`src/rtl/led_pulse_stretch.sv`:
```
// Stretches single-cycle event strobes into fixed-length LED flashes separated
// by a minimum dark gap, queueing events that arrive while a flash is in progress.
module led_pulse_stretch #(
    parameter int ON_CYCLES  = 1_000_000,
    parameter int OFF_CYCLES = 500_000,
    parameter int PEND_MAX   = 7
) (
    input  logic       clk,
    input  logic       rst,
    input  logic       evt_in,
    input  logic       ovf_clr,
    output logic       led_out,
    output logic       busy,
    output logic [2:0] pend_cnt,
    output logic       overflow
);

    localparam int MAX_CYC = (ON_CYCLES > OFF_CYCLES) ? ON_CYCLES : OFF_CYCLES;
    localparam int CNT_W   = (MAX_CYC > 1) ? $clog2(MAX_CYC) : 1;

    // The counter is loaded with length-1 on entry and the phase ends when it hits zero.
    localparam logic [CNT_W-1:0] ON_LOAD  = CNT_W'(ON_CYCLES - 1);
    localparam logic [CNT_W-1:0] OFF_LOAD = CNT_W'(OFF_CYCLES - 1);
    localparam logic [CNT_W-1:0] CNT_ONE  = CNT_W'(1);
    localparam logic [2:0]       PEND_LIM = 3'(PEND_MAX);

    typedef enum logic [1:0] {
        ST_IDLE = 2'd0,
        ST_ON   = 2'd1,
        ST_GAP  = 2'd2
    } state_t;

    state_t           state_reg, state_next;
    logic [CNT_W-1:0] cnt_reg, cnt_next;
    logic [2:0]       pend_reg, pend_next;
    logic             ovf_reg, ovf_next;
    logic             led_reg, led_next;

    logic phase_done;
    logic pend_full;
    logic pend_empty;
    logic ovf_set;

    assign phase_done = (cnt_reg == '0);
    assign pend_full  = (pend_reg == PEND_LIM);
    assign pend_empty = (pend_reg == 3'd0);

    always_ff @(posedge clk) begin
        if (rst) begin
            state_reg <= ST_IDLE;
            cnt_reg   <= '0;
            pend_reg  <= 3'd0;
            ovf_reg   <= 1'b0;
            led_reg   <= 1'b0;
        end else begin
            state_reg <= state_next;
            cnt_reg   <= cnt_next;
            pend_reg  <= pend_next;
            ovf_reg   <= ovf_next;
            led_reg   <= led_next;
        end
    end

    always_comb begin
        state_next = state_reg;
        cnt_next   = cnt_reg;
        pend_next  = pend_reg;
        ovf_set    = 1'b0;

        unique case (state_reg)
            ST_IDLE: begin
                if (evt_in) begin
                    state_next = ST_ON;
                    cnt_next   = ON_LOAD;
                end
            end

            ST_ON: begin
                if (evt_in) begin
                    if (pend_full) begin
                        ovf_set = 1'b1;
                    end else begin
                        pend_next = pend_reg + 3'd1;
                    end
                end
                if (phase_done) begin
                    state_next = ST_GAP;
                    cnt_next   = OFF_LOAD;
                end else begin
                    cnt_next = cnt_reg - CNT_ONE;
                end
            end

            ST_GAP: begin
                if (phase_done) begin
                    // A same-cycle event replaces the dequeued one, so the queue depth
                    // only drops when no new event arrives.
                    if (!pend_empty || evt_in) begin
                        state_next = ST_ON;
                        cnt_next   = ON_LOAD;
                        if (!pend_empty && !evt_in) begin
                            pend_next = pend_reg - 3'd1;
                        end
                    end else begin
                        state_next = ST_IDLE;
                        cnt_next   = '0;
                    end
                end else begin
                    cnt_next = cnt_reg - CNT_ONE;
                    if (evt_in) begin
                        if (pend_full) begin
                            ovf_set = 1'b1;
                        end else begin
                            pend_next = pend_reg + 3'd1;
                        end
                    end
                end
            end

            default: begin
                state_next = ST_IDLE;
                cnt_next   = '0;
                pend_next  = 3'd0;
            end
        endcase
    end

    // Set has priority over clear so a drop coinciding with a clear is never lost.
    assign ovf_next = ovf_set | (ovf_reg & ~ovf_clr);
    assign led_next = (state_next == ST_ON);

    assign led_out  = led_reg;
    assign busy     = (state_reg != ST_IDLE);
    assign pend_cnt = pend_reg;
    assign overflow = ovf_reg;

endmodule

```
`config.mk`:
```
export PLATFORM = sky130hd
export DESIGN_NAME = led_pulse_stretch
export DESIGN_NICKNAME = d
export VERILOG_FILES = /design/src/rtl/led_pulse_stretch.sv
export SDC_FILE = /design/constraint.sdc
export NUM_CORES = 1
export LEC_CHECK = 0
export ABC_CLOCK_PERIOD_IN_PS = 2600
export CORE_MARGIN = 10
export CORE_UTILIZATION = 25
export CTS_CLUSTER_SIZE = 14
export DETAILED_ROUTE_END_ITERATION = 8
export DONT_BUFFER_PORTS = 1
export GPL_TIMING_DRIVEN = 0
export PLACE_DENSITY = 0.45
export RECOVER_POWER = 50
export REMOVE_ABC_BUFFERS = 1
export SYNTH_ARGS = -nofsm -noshare
export SYNTH_HDL_FRONTEND = slang
export SYNTH_SLANG_ARGS = --single-unit
```
`constraint.sdc`:
```
create_clock -name clk -period 2.6 [get_ports clk]
set_clock_uncertainty 0.2 [all_clocks]
set_input_delay 0.52 -clock clk [delete_from_list [all_inputs] [get_ports clk]]
set_output_delay 0.52 -clock clk [all_outputs]
set_load 0.02 [all_outputs]
```
==> results of run 1 <==
## routing by layer
layer / track usage [%] / part of all wire (%) / up-vias
li1: - / - / 825
met1: 12.6 / 51 / 755
met2: 15.2 / 46 / 21
met3: 1.27 / 2.3 / 2
met4: 3.04 / 0.53 / 0
met5: 0 / 0 / -
## power by group
group	internal, mW	switching [mW]
Sequential	0.470	0.0757
Combinational	0.213	0.351
Clock	0.111	0.153
Total	0.794	0.580
## cells in the final DEF (no fill, tap or decap), types with 2 or more instances in the layout
master    instances
dfxtp_1          27
nand3_1           7
a21oi_1          16
nand2_1          15
o21ai_0          11
nor2_1           31
inv_1            13
o221ai_1          2
nor2_4            2
ha_1              7
nand2_2           2
nor4_1            3
nand4_1           5
nor4b_1           2
a21o_1            3
a211oi_1          2
clkbuf_8          3
xnor2_1           7
and2_1            3
nor3_1            9
a31oi_1           8
o21ai_1           8
xor2_1            2
## final cells by class
type                       count  area, um^2
clock buffer                   4        45.0
multi-input combinational    178        1140
tap                           80         100
fill                         733        4840
inverter                      14        52.6
sequential                    27         541
## metrics by stage
stage | hold WS [ns] | TNS (ns) | power [mW] | cells
finish | 0.0871 | 0 | 1.37 | 303
global route | 0.0783 | -0.349 | 1.48 | 303
CTS | 0.0861 | 0 | 1.35 | 303
detailed placement | 0.271 | -2.96 | 1.08 | 299
global placement | 0.265 | -3.85 | 1.08 | 299
floorplan | 0.252 | 0 | 0.948 | 219
## critical path, delay by kind of cell (launching register included)
family	cells	cell delay (ns)
compound gates	2	0.44
fa+ha+maj	1	0.24
buf+inv	1	0.09
flops	1	0.34
simple gates	4	1.02
## final timing paths
kind	depth (start not counted)	end
setup / recovery	8	cnt_reg[14]
hold / removal	1	cnt_reg[1]
setup reg to reg	8	cnt_reg[14]
hold reg to reg	2	cnt_reg[13]
## cells by family after synthesis
| logic type | synth area share (%) |
|---|---|
| DFF | 31.7 |
| and+or+nand+nor | 28.1 |
| muxes | 0.587 |
| buffers and inverters | 4.84 |
| adders and majority gates | 5.87 |
| AOI/OAI and AO/OA | 24.3 |
| xor gates and xnor gates | 4.62 |
## what timing repair did
item	in CTS	in global routing
setup endpoints to repair	22	25
hold buffers	0	0
cloned	0	0
resized for setup	6	7
==> results.toml, run 1 <==
[sta]
worstMarginPinSlew_ns = 0.483
period_share_pct = 94.5
relSlewSlack_pct = 67.5
finalSetupViolCount = 0
rsz0062_at_grt = "true"
fin_ws_ns = 0.143
min_period_ns = 2.46
drv_slew = 0
fmaxAchievable_mhz = 407
hold_viol = 0

[routing]
vias = 1603
remaining_drc_errors = 0
totalWireLength_mm = 4.71
routedWlPerCell_um = 15.5
first_pass_iters = 4
drtAntennaViolNets = 0
drt_iter0_drc = 149
via_per_inst = 5.29

[logic_synthesis]
ys_async_sr_fraction_pct = 0
syn-instance-count = 227
avgSynthCellArea_um2 = 7.52
yosys-top-cells-count = "nor2_1, dfxtp_1, a21oi_1, nand2_1, inv_1"
post-synth-top-count-cell = "nor2_1"
synth_top_area_share_pct = 31.7
synth_enable_flop_cells = 0
ys_top_cells_by_area = "dfxtp_1, nor2_1, ha_1"
syn_area_mm2 = 0.00171
seq_area_frac_synth_pct = 31.7
synth_cell_types = 52
synth_ff_type = "dfxtp_1"
synth.ff_latch_count = 27
synth_top_area_cell = "dfxtp_1"
yosys_warnings = 0

[critical_path]
r2r_start = "cnt_reg[0]"
critPathSlowestCell = "dfxtp_1"
worstPathMaxFanout = 7
endpoint_kind = "flop"
r2r_setup_slack_ns = 0.14
worstSetupStartpoint = "cnt_reg[0]"
worstPathCellList = "inv_1 -> ha_1 -> nor4b_4 -> nand4_1 -> nor2_4 -> nor3_1 -> o21ai_2 -> o22ai_1"
slowest_delay_ns = 0.34
critPathLaunchType = "flop"
cp.arrival_ns = 2.42
critPathKind = "flop to flop"
cp.required_ns = 2.57

[clock_tree]
cts_tree = "yes"
cts_made_buffers = 3
clock-sinks = 27
cts-root-buf = "clkbuf_8"
htreeDepth = 1
post_cts_buffers = 0
clock_latency_ns = 0.29
path_clk_slew_ns = 0.10
cts_max_path_buffers = 2

[place]
place_ws_ns = -0.306
dpl_cell_area_mm2 = 0.00178
port_buffers = 0
dp_hpwl_mm = 3.42
globalplace.congestion = 0.825

[layout]
areaGrowthSynthToFinish_pct = 9.97
largest_register_ffs = 20
diodes = 0
fin_util_pct = 27.9
stdcell_area_mm2 = 0.00188
finalNetCount = 236
drive_gt1_share_pct = 8.97

[die]
start_util_pct = 25.4
ioPinCount = 10
core-area_mm2 = 0.00672
die_w_um = 103
dieArea_mm2 = 0.0105
die_h_um = 103
rows = 30

[worst_hold_path]
hp-start = "rst"
hold_path_class = "primary input to flop"

[global_route]
grt_use_total_pct = 9.41
grt_pass1_wl_mm = 7.94
gr-total-overflow = 0
grt_max_degree = 18
grt_pass1_vias = 1541
antenna_found_initial = 0

[pwr]
p_per_area_mw_per_mm2 = 732
vdd_ir_drop_max_v = 0.000225
p_leak_nw = 0.693

[run]
cap_violations = 0

[run_status]
status = "completed"
Power figures use the tool's default switching activity.
==> inputs of run 2 (changes only) <==
Settings changed: CORE_UTILIZATION 25 to 55, HOLD_SLACK_MARGIN from default to 0.08, PLACE_DENSITY 0.45 to 0.77.
==> results.toml, run 2 (synthesis gave the netlist of run 1 again) <==
[run_status]
status = "completed"

[global_route]
gr-total-overflow = 0
grt_pass1_wl_mm = 7.05
grt_max_degree = 15
grt_pass1_vias = 1508
grt_use_total_pct = 15.7
antenna_found_initial = 0

[routing]
totalWireLength_mm = 4.33
routedWlPerCell_um = 16.8
drtAntennaViolNets = 0
drt_iter0_drc = 160
remaining_drc_errors = 0
vias = 1663
via_per_inst = 6.45
first_pass_iters = 4

[pwr]
power.total_mw = 1.30
vdd_ir_drop_max_v = 0.000351
swShare_pct = 42.6
netSwitchingPower_mw = 0.552
intPower_mw = 0.743
p_clk_share_pct = 14.4
p_leak_nw = 0.693
p_comb_share_pct = 43.2
p_per_area_mw_per_mm2 = 719
seq_power_share_pct = 42.4

[critical_path]
cp.required_ns = 2.64
critPathLaunchType = "flop"
critPathKind = "flop to flop"
endpoint_kind = "flop"
cp.arrival_ns = 2.51
worstPathMaxFanout = 12

[clock_tree]
cts_max_path_buffers = 2
cts_made_buffers = 3
clock_latency_ns = 0.33
cts-root-buf = "clkbuf_4"
clock-sinks = 27
path_clk_slew_ns = 0.14
cts_tree = "yes"
htreeDepth = 1

[sta]
rsz0062_at_grt = "false"
fin_ws_ns = 0.137
min_period_ns = 2.46
period_share_pct = 94.7
hold_viol = 0
relSlewSlack_pct = 62.1
drv_slew = 0
hold_ws_ns = 0.160
fmaxAchievable_mhz = 406
finalSetupViolCount = 0
worstMarginPinSlew_ns = 0.566

[layout]
drive_gt1_share_pct = 8.00
diodes = 0
finalNetCount = 238
layout_common_cells = "nor2_1, dfxtp_1, a21oi_1"
areaGrowthSynthToFinish_pct = 5.65
largest_register_ffs = 20
layout.cells.most_common = "nor2_1"

[worst_hold_path]
hold_path_class = "primary input to flop"

[place]
port_buffers = 0
dp_hpwl_mm = 3.02
place_ws_ns = -0.194
globalplace.congestion = 0.837

[die]
dieArea_mm2 = 0.00573
die_h_um = 75.7
die_w_um = 75.7
core-area_mm2 = 0.00300
start_util_pct = 56.8
rows = 20
ioPinCount = 10

[run]
cap_violations = 0
[run 2: cell types whose count changed in the layout (fill, tap and decap cells not counted), sizes merged]
cell,delta
dlygate4sd3,+1
clkbuf,+1
[run 2: repair_timing]
| item | 4_1_cts | 5_1_grt |
|---|---|---|
| hold buffers | 1 | 0 |
| endpoints found under the setup margin | 18 | 26 |
| pin swaps | 0 | 1 |
| hold endpoints to repair | 13 | 0 |
| setup buffers | 0 | 1 |
| resized for setup | 5 | 6 |
[run 2: power by group through the flow]
stage	combinational [mW]	sequential, mW	clock [mW]
final	0.560	0.549	0.187
after global routing	0.624	0.555	0.203
after CTS	0.529	0.542	0.193
after detailed placement	0.511	0.551	0
after global placement	0.508	0.549	0
after floorplan	0.413	0.535	0
[run 2: cell type report]
class                   instances  area (um^2)
well taps                      33         41.3
repair buffers                  2         15.0
inverters                      14         52.6
fillers                       298         1200
multi-input cells             178         1130
flip-flops and latches         27          541
clock buffers                   4         26.3
[run 2: stage by stage]
| stage | setup TNS [ns] | instance area (um^2) | cells | util (%) |
|---|---|---|---|---|
| after floorplan | 0 | 1680 | 219 | - |
| after global placement | -1.45 | 1720 | 252 | 57.2 |
| after detailed placement | -1.01 | 1720 | 252 | 57.2 |
| after CTS | 0 | 1770 | 257 | 59.0 |
| after global routing | 0 | 1800 | 258 | 60.0 |
| final | 0 | 1800 | 258 | 60.0 |
[run 2: critical path: stages, from the launching register on]
cell and delay, ns:
dfxtp_1 0.35, inv_1 0.11, ha_1 0.25, nor4b_4 0.32, and4_1 0.33, nand2_2 0.21, a21oi_2 0.22, o221ai_1 0.13
a41o_1 0.25
[run 2: metal layers]
layer	GRT usage [%]	part of all wire [%]	vias to the layer above
li1	-	-	825
met2	22.5	45	56
met3	3.91	7.9	6
met4	8.45	1.6	0
met1	21.1	46	776
met5	0	0	-
[run 2: final timing paths]
| path | start | to | slack (ns) | cells after the start |
|---|---|---|---|---|
| setup / recovery | cnt_reg[0] | pend_cnt[2] | 0.14 | 8 |
| setup reg to reg | cnt_reg[0] | pend_cnt[2] | 0.14 | 8 |
| hold reg to reg | cnt_reg[13] | cnt_reg[13] | 0.31 | 2 |
| hold / removal | rst | cnt_reg[17] | 0.16 | 3 |
